==> config.mk <==
export PLATFORM = sky130hd
export DESIGN_NAME = hub75_scan_ctrl_flat
export DESIGN_NICKNAME = d
export VERILOG_FILES = /design/src/rtl/hub75_pkg.sv /design/src/rtl/hub75_scan_ctrl_if.sv /design/src/rtl/hub75_pixel_colour.sv /design/src/rtl/hub75_scan_ctrl.sv /design/src/flat_wrapper.sv
export SDC_FILE = /design/constraint.sdc
export NUM_CORES = 1
export LEC_CHECK = 0
export ABC_AREA = 1
export CAP_MARGIN = 10
export CORE_ASPECT_RATIO = 0.8
export CORE_MARGIN = 1.5
export CORE_UTILIZATION = 35
export DETAILED_ROUTE_END_ITERATION = 7
export PLACE_DENSITY = 0.65
export SLEW_MARGIN = 20
export SYNTH_ARGS = -nofsm -noshare
export SYNTH_HDL_FRONTEND = slang
export SYNTH_SLANG_ARGS = --single-unit
export TNS_END_PERCENT = 5
==> constraint.sdc <==
create_clock -name MCLK -period 2.85 [get_ports MCLK]
set_input_delay 0.7125 -clock MCLK [delete_from_list [all_inputs] [get_ports MCLK]]
set_output_delay 0.7125 -clock MCLK [all_outputs]
set_load 0.03 [all_outputs]
==> src/rtl/hub75_pkg.sv <==
// Shared types and geometry for the HUB75 64x32 1/16-scan panel sequencer.
package hub75_pkg;

   localparam int COLS    = 64;
   localparam int ROWS    = 32;
   localparam int SCAN    = 16;
   localparam int RED_END = 8;
   localparam int YEL_END = 16;

   typedef enum logic [3:0] {
      ST_IDLE,
      ST_FETCH0,
      ST_FETCH1,
      ST_SHIFT_LO,
      ST_SHIFT_HI,
      ST_BLANK_PRE,
      ST_LATCH,
      ST_BLANK_POST,
      ST_DISPLAY
   } state_t;

   typedef struct packed {
      logic r;
      logic g;
      logic b;
   } rgb_t;

endpackage

==> src/rtl/hub75_scan_ctrl_if.sv <==
// Plot buffer read port plus the HUB75 panel pins, as seen by the scan sequencer.
interface hub75_scan_ctrl_if;
   logic [5:0] col_addr;
   logic [4:0] col_height;
   logic       R1, G1, B1, R2, G2, B2;
   logic       A, B, C, D;
   logic       LATCH, CLK_OUT, OE, frame_start;

   modport master (
      output col_addr, input col_height,
      output R1, G1, B1, R2, G2, B2,
      output A, B, C, D, LATCH, CLK_OUT, OE, frame_start
   );

   modport slave (
      input col_addr, output col_height,
      input R1, G1, B1, R2, G2, B2,
      input A, B, C, D, LATCH, CLK_OUT, OE, frame_start
   );
endinterface

==> src/rtl/hub75_pixel_colour.sv <==
// Bar-graph pixel colour: lit when y reaches into the bar of height h, banded red/yellow/green by y.
module hub75_pixel_colour
   import hub75_pkg::*;
(
   input  logic [4:0] y,
   input  logic [4:0] h,
   output rgb_t       rgb
);
   logic [5:0] sum;
   logic       lit;

   // y >= 32-h rewritten as y+h >= 32 so h=0 never lights anything
   assign sum = {1'b0, y} + {1'b0, h};
   assign lit = (sum >= 6'(ROWS));

   always_comb begin
      rgb = '0;
      if (lit) begin
         if (y < 5'(RED_END)) begin
            rgb.r = 1'b1;
         end else if (y < 5'(YEL_END)) begin
            rgb.r = 1'b1;
            rgb.g = 1'b1;
         end else begin
            rgb.g = 1'b1;
         end
      end
   end
endmodule

==> src/rtl/hub75_scan_ctrl.sv <==
// HUB75 scan sequencer: fetch column heights, shift bar pixels, blank/latch/select row, then display.
module hub75_scan_ctrl
   import hub75_pkg::*;
#(
   parameter int CLK_DIV   = 2,
   parameter int BLANK_CYC = 4,
   parameter int ON_CYC    = 1024
) (
   input  logic                MCLK,
   input  logic                reset,
   input  logic                enable,
   hub75_scan_ctrl_if.master   bus
);
   state_t      state, state_nxt;
   logic [5:0]  col;
   logic [3:0]  row, sel;
   logic [15:0] cnt, phase_len;
   logic        last, fs_set, clk_out, latch, oe;
   rgb_t        top_rgb, bot_rgb, top_q, bot_q;

   hub75_pixel_colour u_top (.y({1'b0, row}), .h(bus.col_height), .rgb(top_rgb));
   hub75_pixel_colour u_bot (.y({1'b1, row}), .h(bus.col_height), .rgb(bot_rgb));

   always_comb begin
      state_nxt = state;
      phase_len = 16'd1;
      clk_out   = 1'b0;
      latch     = 1'b0;
      oe        = 1'b1;
      case (state)
         ST_SHIFT_LO, ST_SHIFT_HI:    phase_len = 16'(CLK_DIV);
         ST_BLANK_PRE, ST_BLANK_POST: phase_len = 16'(BLANK_CYC);
         ST_DISPLAY:                  phase_len = 16'(ON_CYC);
         default:                     phase_len = 16'd1;
      endcase
      last = (cnt == phase_len - 16'd1);
      case (state)
         ST_IDLE:       if (enable) state_nxt = ST_FETCH0;
         ST_FETCH0:     state_nxt = ST_FETCH1;
         ST_FETCH1:     state_nxt = ST_SHIFT_LO;
         ST_SHIFT_LO:   if (last) state_nxt = ST_SHIFT_HI;
         ST_SHIFT_HI: begin
            clk_out = 1'b1;
            if (last) state_nxt = (col == 6'(COLS - 1)) ? ST_BLANK_PRE : ST_FETCH0;
         end
         ST_BLANK_PRE:  if (last) state_nxt = ST_LATCH;
         ST_LATCH: begin
            latch     = 1'b1;
            state_nxt = ST_BLANK_POST;
         end
         ST_BLANK_POST: if (last) state_nxt = ST_DISPLAY;
         ST_DISPLAY: begin
            oe = 1'b0;
            if (last) state_nxt = enable ? ST_FETCH0 : ST_IDLE;
         end
         default:       state_nxt = ST_IDLE;
      endcase
      // frame boundary: row pair 0 starts either from idle or after row 15 wraps
      fs_set = (state_nxt == ST_FETCH0) &&
               (((state == ST_IDLE) && (row == 4'd0)) ||
                ((state == ST_DISPLAY) && (row == 4'(SCAN - 1))));
   end

   always_ff @(posedge MCLK or negedge reset) begin
      if (!reset) begin
         state <= ST_IDLE;
         cnt   <= '0;
         col   <= '0;
         row   <= '0;
         sel   <= '0;
         top_q <= '0;
         bot_q <= '0;
         bus.frame_start <= 1'b0;
      end else begin
         state <= state_nxt;
         cnt   <= ((state_nxt != state) || (state == ST_IDLE)) ? 16'd0 : cnt + 16'd1;
         bus.frame_start <= fs_set;
         if (state == ST_FETCH1) begin
            top_q <= top_rgb;
            bot_q <= bot_rgb;
         end
         if ((state == ST_SHIFT_HI) && last) begin
            if (col == 6'(COLS - 1)) sel <= row;
            else                     col <= col + 6'd1;
         end
         if ((state == ST_DISPLAY) && last) begin
            col <= '0;
            row <= row + 4'd1;
         end
      end
   end

   assign bus.col_addr = col;
   assign bus.R1       = top_q.r;
   assign bus.G1       = top_q.g;
   assign bus.B1       = top_q.b;
   assign bus.R2       = bot_q.r;
   assign bus.G2       = bot_q.g;
   assign bus.B2       = bot_q.b;
   assign bus.A        = sel[0];
   assign bus.B        = sel[1];
   assign bus.C        = sel[2];
   assign bus.D        = sel[3];
   assign bus.CLK_OUT  = clk_out;
   assign bus.LATCH    = latch;
   assign bus.OE       = oe;
endmodule

==> src/flat_wrapper.sv <==
// flat-port wrapper written by rule: the top's interface ports become plain ports
module hub75_scan_ctrl_flat import hub75_pkg::*;
#(
   parameter int CLK_DIV   = 2,
   parameter int BLANK_CYC = 4,
   parameter int ON_CYC    = 1024
)
  (MCLK, reset, enable, bus_col_addr, bus_col_height, bus_R1, bus_G1, bus_B1, bus_R2, bus_G2, bus_B2, bus_A, bus_B, bus_C, bus_D, bus_LATCH, bus_CLK_OUT, bus_OE, bus_frame_start);
  hub75_scan_ctrl_if bus_i ();
  input  logic MCLK;
  input  logic reset;
  input  logic enable;
  output wire logic [$bits(bus_i.col_addr)-1:0] bus_col_addr;
  input wire logic [$bits(bus_i.col_height)-1:0] bus_col_height;
  output wire logic [$bits(bus_i.R1)-1:0] bus_R1;
  output wire logic [$bits(bus_i.G1)-1:0] bus_G1;
  output wire logic [$bits(bus_i.B1)-1:0] bus_B1;
  output wire logic [$bits(bus_i.R2)-1:0] bus_R2;
  output wire logic [$bits(bus_i.G2)-1:0] bus_G2;
  output wire logic [$bits(bus_i.B2)-1:0] bus_B2;
  output wire logic [$bits(bus_i.A)-1:0] bus_A;
  output wire logic [$bits(bus_i.B)-1:0] bus_B;
  output wire logic [$bits(bus_i.C)-1:0] bus_C;
  output wire logic [$bits(bus_i.D)-1:0] bus_D;
  output wire logic [$bits(bus_i.LATCH)-1:0] bus_LATCH;
  output wire logic [$bits(bus_i.CLK_OUT)-1:0] bus_CLK_OUT;
  output wire logic [$bits(bus_i.OE)-1:0] bus_OE;
  output wire logic [$bits(bus_i.frame_start)-1:0] bus_frame_start;
  assign bus_col_addr = bus_i.col_addr;
  assign bus_i.col_height = bus_col_height;
  assign bus_R1 = bus_i.R1;
  assign bus_G1 = bus_i.G1;
  assign bus_B1 = bus_i.B1;
  assign bus_R2 = bus_i.R2;
  assign bus_G2 = bus_i.G2;
  assign bus_B2 = bus_i.B2;
  assign bus_A = bus_i.A;
  assign bus_B = bus_i.B;
  assign bus_C = bus_i.C;
  assign bus_D = bus_i.D;
  assign bus_LATCH = bus_i.LATCH;
  assign bus_CLK_OUT = bus_i.CLK_OUT;
  assign bus_OE = bus_i.OE;
  assign bus_frame_start = bus_i.frame_start;
  hub75_scan_ctrl #(.CLK_DIV(CLK_DIV), .BLANK_CYC(BLANK_CYC), .ON_CYC(ON_CYC)) u_core (.MCLK(MCLK), .reset(reset), .enable(enable), .bus(bus_i));
endmodule
==> After elaboration in Yosys (flattened, before gate mapping) <==
Cells that the tools add are included.
Widths: inputs -> output; s select.
{ "classes": {"reduce_logical": 14, "n_lt_le_gt_ge": 6, "addsub": 6, "muxes": 25, "n_eq_ne": 14} }
{ "op_table": {"columns": ["cell", "count"], "rows": [
  ["$pmux 4 s9", 1],
  ["$pmux 11 s3", 1],
  ["$mux 4", 6],
  ["$mux 6", 3],
  ["$add 16x1->16 const B", 1],
  ["$eq 16x16->1", 1],
  ["$eq 4x3->1 const B", 4],
  ["$mux 16", 1],
  ["$ge 6x6->1 const B", 2],
  ["$sub 11x1->12 const B", 1],
  ["$mux 1", 10],
  ["$eq 4x1->1 const B", 2],
  ["$eq 4x2->1 const B", 2],
  ["$eq 4x4->1 const B", 2],
  ["$logic_not 4->1", 2],
  ["$add 4x5->6", 1],
  ["$add 5x5->6", 1],
  ["$add 6x1->6 const B", 1],
  ["$eq 6x6->1 const B", 1],
  ["$logic_and 1x1->1", 5],
  ["$lt 4x5->1 const B", 1],
  ["$lt 5x4->1 const B", 1],
  ["$lt 5x5->1 const B", 1],
  ["$add 4x1->4 const B", 1],
  ["other kinds (9)", 13]
]} }
{ "totals": {"wordCells": 75, "in_bits": 8, "ff_bits": 39, "output_inout_bits": 20} }

==> Longest topological paths before layout <==
Gate-level depths: netlist (run 1).
{ "logic_depth": {"word_depth": 10, "ltp_mapped": 23, "depth_no_buf": 22} }

==> Cells and area by module <==
A second synthesis (run 1) with hierarchy kept.
{ "unflattened": {"hier_cells": 337, "hier_area_um2": 2813.9} }
{ "modules_own_cells": {"columns": ["module", "seq_area_each_um2", "area_each_um2", "cells_per_inst", "instances"], "rows": [
  ["hub75_scan_ctrl", 1026.0, 2538.7, 293, 1],
  ["hub75_pixel_colour", 0.0, 137.6, 22, 2]
]} }

==> Worst setup path after synthesis (run 1) <==
OpenSTA, ideal clock, no wires.
{ "synth_timing": {"kind": "register -> register", "from": "register u_core.state[1]", "to": "register u_core.cnt[14]", "path_buffers": 1, "setup_slack_ns": 0.192, "period_less_slack_ns": 2.658, "arrival_ns": 2.534, "path_stages_with_launch": 21, "required_time_ns": 2.726, "setup_ns": 0.124, "cell_sequence": "dfrtp_1 > nor2_1 > nand2_1 > nand2_1 > ha_1 > inv_1 > nand2_1 > nand3_1 > nor2_1 > nand3_2 > nor2_8 > nand3_1 > o21ai_0 > inv_1 > nand2_1 > inv_1 > nand2_1 > inv_2 > nand3_4 > buf_8 > nor2_4"} }
{ "synth_via": {"elab_chain_cells": 10, "elab_cells_between_ends": 24, "cone_classes": "add/sub (1); eq/ne (10); mux (9); reduce/logical (4)"} }
{ "synth_rtl": {"columns": ["item", "line_no", "source"], "rows": [
  ["start: declaration", "hub75_scan_ctrl.sv:14", "state_t state, state_nxt;"],
  ["start signal: assignment", "hub75_scan_ctrl.sv:75", "state <= state_nxt;"],
  ["$eq 4x3->1 / $eq 4x2->1 (equally long branches)", "hub75_scan_ctrl.sv:30, hub75_scan_ctrl.sv:37", null],
  ["$reduce_or 2->1", "hub75_scan_ctrl.sv:30", "case (state)"],
  ["$pmux 11 s3", "hub75_scan_ctrl.sv:30", null],
  ["$sub 11x1->12", "hub75_scan_ctrl.sv:36", "last = (cnt == phase_len - 16'd1);"],
  ["$eq 16x16->1", "hub75_scan_ctrl.sv:36", null],
  ["$mux 4 (on tied branches)", null, null],
  ["$pmux 4 s9", "hub75_scan_ctrl.sv:37", "case (state)"],
  ["$ne 4x4->1", "hub75_scan_ctrl.sv:76", "cnt <= ((state_nxt != state) || (state == ST_IDLE)) ? 16'd0 : cnt + 16'd1;"],
  ["$logic_or 1x1->1 *", "hub75_scan_ctrl.sv:76", null],
  ["$mux 16 *", "hub75_scan_ctrl.sv:76", null],
  ["end signal: assignment", "hub75_scan_ctrl.sv:76", null],
  ["end: declaration", "hub75_scan_ctrl.sv:17", "logic [15:0] cnt, phase_len;"]
]} }
Every way passes the cells marked *; elsewhere a longest branch is shown, timed or not.
A chain may end at the register's enable or synchronous reset.

==> Final worst setup path (run 1) <==
{ "layout_timing": {"from": "register u_core.state[0]", "to": "output bus_CLK_OUT"} }
{ "layout_via": {"elab_chain_cells": 2} }
{ "layout_rtl": {"columns": ["item", "line_no", "source"], "rows": [
  ["$eq 4x3->1", "hub75_scan_ctrl.sv:37", null],
  ["$mux 1", "hub75_scan_ctrl.sv:37", null],
  ["end: declaration", "flat_wrapper.sv:26", "output wire logic [$bits(bus_i.CLK_OUT)-1:0] bus_CLK_OUT;"]
]} }
No other way between the ends.

==> out/results.ini, run 1 <==
[run_status]
status=complete, no violations

[critical_path]
slowest_stage=clkdlybuf4s50_1
cp_max_fo=5
critPathMaxStageDelay_ns=0.71
critical_path_arrival_ns=1.97
path_cells=buf_4, inv_2, nand2_4, nor2_4, clkdlybuf4s50_1
crit_buf_inv=3
crit_start=u_core.state[0]$_DFF_PN0_
cp_top_family=buffers and inverters
crit_path_start_kind=flip-flop
endpoint_kind=primary output
reg2reg_from=u_core.state[3]$_DFF_PN0_
path_class=flip-flop to primary output
worstPathRequired_ns=2.14

[die]
core.rowCount=27
dieArea_um2=7536
die_w_um=96.68
io_pins=28
start_util_pct=36.01
die_h_um=77.95
core-area_um2=6824

[detailed_routing]
num_vias=1999
ant_nets=0
drc_errors=0
wl_um=4951
dr.pass1.iters=4
routed_via_density=4.671
drt-wirelength-per-cell_um=11.57
dr.first_iter.drc_count=112

[timing]
fmax_mhz=372.9
final.min_clock_period_ns=2.682
maxSlewHeadroom_pct=43.39
rsz0062_at_grt=false
finalHoldViolCount=0
setup_viol=0
finalSetupTns_ns=0
period_share_pct=94.09
maxSlewViolCount=0
clock_skew_ns=0.01401
worstMarginPinSlew_ns=0.8491
timing.hold.ws_ns=0.4942

[yosys]
synth-seq-area-share_pct=38.70
yosysWarnings=0
synth_cell_type_count=28
ys_ff_latch=38
synthCells=301
synthesis.area_um2=2457
avgSynthCellArea_um2=8.164

[global_route]
antenna_found_initial=0
grt_usage_pct=13.96
grt_max_degree=39
grt_overflow=0
grt_pass1_wl_um=8652
grt_pass1_vias=1934

[power]
power.share.combinational_pct=2.6
power.density_nw_per_um2=373.2
ir_worst_vdd_mv=0.1721
pwr-share-clk_pct=49.5
p_leak_nw=1.344
switching_power_mw=0.2280
p_int_mw=0.9001
seq_power_share_pct=47.8
p_sw_share_pct=20.21

[hold_path]
min_path_type=flip-flop to flip-flop
min_from=u_core.sel[3]$_DFFE_PN0P_

[clocking]
clock_sinks=38
cts-root-buf=clkbuf_8
cts.path.max_buffers=2
cts_inserted_buffers=5
ctsHoldBuffers=0
insertion_delay_ns=0.30
clkTransAtPathRegs_ns=0.09
clock_tree.htree_level_count=2
cts_tree=built

[placed_design]
place.gp.congestion=0.9323
portBuffers=24
dp_cells=417
hpwl_um=3737

[job]
max_cap_violations=0

[cells_and_area]
register_area_um2=952.2
fillers=669
num-nets-final=357
syn_to_final_growth_pct=23.01
multi_input_area_um2=1330
antenna_cells=0
drive_above_1_share_pct=18.77
fin_cells=428

## layout by cell type, fill, tap and decap left out, types with 3 or more instances in the layout
cell type and instances:
inv_1 33, inv_2 8, a21oi_1 5, nand4_1 5
xor2_1 16, nand3_2 3, nand2_2 8, o21ai_0 16
conb_1 3, nand2_1 60, nor2_4 15, nor2_1 34
clkdlybuf4s50_1 23, clkbuf_8 5, nor3_1 5, buf_4 8
nand3_1 26, dfrtp_1 37, ha_1 9
## area by class of cell
type	instances	share of cell area [%]
tap	87	3.601
sequential	38	31.50
inverter	41	5.091
clock inverter	3	2.276
timing repair buffer	34	11.26
clock buffer	5	2.276
multi-input combinational	220	44.00
## worst register-to-register path, cell delays in order, from the launching register on
cell	delay, ns
dfrtp_1	0.40
inv_2	0.10
nand2_2	0.07
inv_2	0.05
nand2_2	0.06
nand2_1	0.08
ha_1	0.24
inv_2	0.08
nand2_1	0.06
nand3_1	0.06
nor2_1	0.13
nand3_2	0.14
nor2_8	0.20
nand2_4	0.09
nand2_2	0.08
nand3_2	0.11
nand2_2	0.10
nand2_1	0.05
nand2_1	0.10
nand3_4	0.12
clkbuf_16	0.20
nor2_4	0.07
## synthesized netlist by cell type
master,n,area share (%)
o21ai_1,1,0.20
nor2_4,14,6.4
xnor2_1,2,0.71
o21ai_0,16,3.3
a221oi_1,1,0.36
buf_4,3,0.92
buf_8,1,0.61
nor3_1,5,1.0
nand3_2,3,1.2
nand4_1,5,1.3
o21ai_2,1,0.36
a21oi_4,1,0.66
ha_1,9,4.6
nand2_1,61,9.3
a31oi_1,1,0.25
nor2_2,3,0.76
dfrtp_1,38,39
a21oi_1,5,1.0
nand3_4,2,1.4
inv_1,34,5.2
nor2_1,34,5.2
nand2_2,7,1.8
inv_2,7,1.1
xor2_1,16,5.7
conb_1,1,0.15
nand2_4,2,0.92
nand3_1,26,5.3
nor2_8,2,1.6
## sequential cells by signal, indices dropped and copies added, names as in the netlist
signal / count
u_core.cnt: 16
u_core.bus.G1: 1
u_core.bus.col_addr: 6
u_core.row: 4
u_core.bus.frame_start: 1
u_core.state: 4
u_core.bus.R1: 1
u_core.bus.G2: 1
u_core.sel: 4
## layer usage
metal	global-route usage [%]	up-vias	share of wire (%)
met2	20.98	42	43
met3	3.423	9	4.0
met1	19.80	920	52
met4	4.203	0	1.6
met5	0	-	0
li1	-	1028	-
## final timing paths
check / to / slack [ns] / cells after the start
hold / removal: u_core.sel[3]$_DFFE_PN0P_ / 0.49 / 2
setup / recovery: bus_CLK_OUT / 0.17 / 5
min in group asynchronous: u_core.sel[1]$_DFFE_PN0P_ / 0.50 / 1
max in group asynchronous: u_core.state[2]$_DFF_PN0_ / 1.74 / 1
setup reg to reg: u_core.cnt[12]$_DFF_PN0_ / 0.19 / 21
hold reg to reg: u_core.sel[3]$_DFFE_PN0P_ / 0.49 / 2
## timing repair
item,4_1_cts,5_1_grt
gates resized for setup,0,4
setup buffers,0,2
setup endpoints to repair,0,15
## through the flow
stage | total power, mW | setup slack [ns] | utilization [%] | area [um2]
2_1_floorplan | 0.5623 | 0.1917 | - | 2465
3_3_place_gp | 0.5810 | 0.2426 | 41.57 | 2836
3_5_place_dp | 0.5812 | 0.2197 | 41.57 | 2836
4_1_cts | 1.145 | 0.1671 | 43.58 | 2974
5_1_grt | 1.175 | 0.01306 | 44.30 | 3023
6_report | 1.128 | 0.1684 | 44.30 | 3023
## power by group through the flow
stage	sequential [mW]	combinational, mW	clock (mW)
final	0.540	0.0296	0.559
after global routing	0.540	0.0337	0.601
after CTS	0.540	0.0309	0.575
after detailed placement	0.550	0.0308	0
after global placement	0.551	0.0305	0
after floorplan	0.552	0.0102	0
## cell families after synthesis
kind of cell	synth area share [%]
fa+ha+maj	4.583
buf+inv	7.790
simple gates	36.25
xor+xnor	6.415
other cells	0.1526
flops	38.70
compound gates	6.110
No activity file was read; power rests on OpenSTA's default activity.
==> run 2: changes to the inputs <==
PLACE_DENSITY = 0.5   (was 0.65)
==> out/results.ini, run 2 (synthesis results as in run 1) <==
[global_route]
grt_util_met2_pct=20.21  ; -0.77 points
grt_use_met1_pct=22.77  ; +3.0 points
antenna_found_initial=0  ; unchanged
grt_pass1_wl_um=8859  ; +2.4%
grt_usage_pct=14.58  ; +0.62 points
busiest_layer=met1
use_met3_pct=2.162  ; -1.3 points
grt_overflow=0  ; unchanged
grt_max_degree=39  ; unchanged
grt_pass1_vias=1846  ; -4.6%

[detailed_routing]
drt-wirelength-per-cell_um=12.28  ; +6.1%
dr.first_iter.drc_count=104  ; -7.1%
dr.pass1.iters=4  ; unchanged
wl_um=5291  ; +6.9%
drc_errors=0  ; unchanged
ant_nets=0  ; unchanged
num_vias=2006  ; +0.35%
routed_via_density=4.654  ; -0.35%

[timing]
finalSetupTns_ns=0  ; unchanged
clock_skew_ns=0.008271  ; -0.005739 ns
period_share_pct=97.38  ; +3.3 points
final.min_clock_period_ns=2.775  ; +0.09372 ns
maxSlewViolCount=0  ; unchanged
setup_viol=0  ; unchanged
fin_ws_ns=0.07470  ; -0.09372 ns
finalHoldViolCount=0  ; unchanged
fmax_mhz=360.3  ; -3.4%
worstMarginPinSlew_ns=0.8524  ; +0.003330 ns
timing.hold.ws_ns=0.4938  ; -0.0004040 ns
maxSlewHeadroom_pct=43.17  ; -0.22 points

[critical_path]
timing.rr.end=u_core.cnt[9]$_DFF_PN0_
reg2reg_from=u_core.state[3]$_DFF_PN0_
slowest_stage=clkdlybuf4s50_1
path_common_cell=nor2_1
critPathMaxStageDelay_ns=0.71  ; about the same
path_depth=5  ; unchanged
endpoint=bus_LATCH
reg2reg_depth=20  ; -4.8%
crit_path_start_kind=flip-flop
path_cells=buf_4, nor2_1, inv_1, nor2_1, clkdlybuf4s50_1
worstPathRequired_ns=2.14  ; about the same
crit_start=u_core.state[0]$_DFF_PN0_
ff2ff_setup_slack_ns=0.18  ; about the same
crit_buf_inv=3  ; unchanged
endpoint_kind=primary output
cp_max_fo=5  ; unchanged
path_class=flip-flop to primary output
cp_top_family=buffers and inverters
critical_path_arrival_ns=2.06  ; +0.09 ns

[cells_and_area]
final_area_um2=3068  ; +1.5%
syn_to_final_growth_pct=24.85
fillers=695  ; +3.9%
mostFrequentLayoutCells=nand2_1 (58), dfrtp_1 (36), inv_1 (34)
drive_above_1_share_pct=21.80  ; +3.0 points
regMostFlops=u_core.cnt
largest_register_ffs=16  ; unchanged
antenna_cells=0  ; unchanged
final_common_cell=nand2_1
multi_input_area_um2=1375  ; +3.4%
register_area_um2=953.4  ; +0.13%
num-nets-final=360  ; +0.84%

[die]
die_w_um=96.68  ; unchanged
io_pins=28  ; unchanged
core-area_um2=6824  ; unchanged
dieArea_um2=7536  ; unchanged
start_util_pct=36.01  ; unchanged
core.rowCount=27  ; unchanged
die_h_um=77.95  ; unchanged

[clocking]
cts.path.max_buffers=2  ; unchanged
cts-root-buf=clkbuf_8
clkTransAtPathRegs_ns=0.09  ; about the same
cts_inserted_buffers=5  ; unchanged
clock_sinks=38  ; unchanged
insertion_delay_ns=0.30  ; about the same
clock_tree.htree_level_count=2  ; unchanged
cts_tree=built
ctsHoldBuffers=0  ; unchanged

[placed_design]
dp_slack_ns=0.1389  ; -0.08080 ns
hpwl_um=3877  ; +3.8%
post_dp_cell_area_um2=2836  ; unchanged
portBuffers=24  ; unchanged
place.gp.congestion=0.9107  ; -2.3%

[job]
max_cap_violations=0  ; unchanged

[power]
power.density_nw_per_um2=339.7  ; -9.0%
ir_worst_vdd_mv=0.1908  ; +11%
p_leak_nw=1.358  ; +1.1%

[hold_path]
min_path_type=flip-flop to flip-flop

[run_status]
status=complete, no violations

## run 2: metrics by stage
step | util (%) | std cells | total power [mW]
after floorplan | - | 303 | 0.5623
after global placement | 41.57 | 417 | 0.5816
after detailed placement | 41.57 | 417 | 0.5816
after CTS | 43.23 | 425 | 1.056
after global routing | 44.96 | 431 | 1.078
final | 44.96 | 431 | 1.042
## run 2: worst min path at each step
stage,start,endpoint,slack (ns),cells past startpoint
floorplan,reset,u_core.bus.G1$_DFFE_PN0P_,0.42,0
global placement,u_core.sel[0]$_DFFE_PN0P_,u_core.sel[0]$_DFFE_PN0P_,0.47,2
detailed placement,u_core.sel[1]$_DFFE_PN0P_,u_core.sel[1]$_DFFE_PN0P_,0.48,2
CTS,u_core.sel[1]$_DFFE_PN0P_,u_core.sel[1]$_DFFE_PN0P_,0.50,2
global route,u_core.sel[1]$_DFFE_PN0P_,u_core.sel[1]$_DFFE_PN0P_,0.53,2
finish,u_core.sel[1]$_DFFE_PN0P_,u_core.sel[1]$_DFFE_PN0P_,0.49,2
## run 2: layout make-up
cell class              count  share of cell area [%]
clock buffers               5                   2.243
clock inverters             3                   1.468
repair buffers             37                   11.83
multi-input cells         220                   44.82
well taps                  87                   3.548
flip-flops and latches     38                   31.08
inverters                  41                   5.016
## run 2: report_power, final
group	total [mW]	switching, mW	internal, mW
Combinational	0.0295	0.0197	0.00983
Clock	0.473	0.212	0.261
Sequential	0.540	0.000461	0.539
Total	1.04	0.233	0.810
## run 2: repair_timing
item	CTS	global route
resized for setup	0	15
endpoints found under the setup margin	0	15
setup buffers	0	5
## run 2: per-layer routing
metal | part of all wire, % | routed length, um
met1 | 55 | 2902
met4 | 0.96 | 51
met3 | 4.0 | 209
met5 | 0 | 0
met2 | 40 | 2128
## run 2: tightest hold or removal path, stage by stage (launching register included)
cell,delay [ns]
dfrtp_1,0.35
nand2_1,0.05
o21ai_0,0.06
==> run 3: changes to the inputs <==
GPL_TIMING_DRIVEN = 1   (was unset)
==> results of run 3 <==
Same layout as run 2: the final DEF is identical, and so are final timing and power.
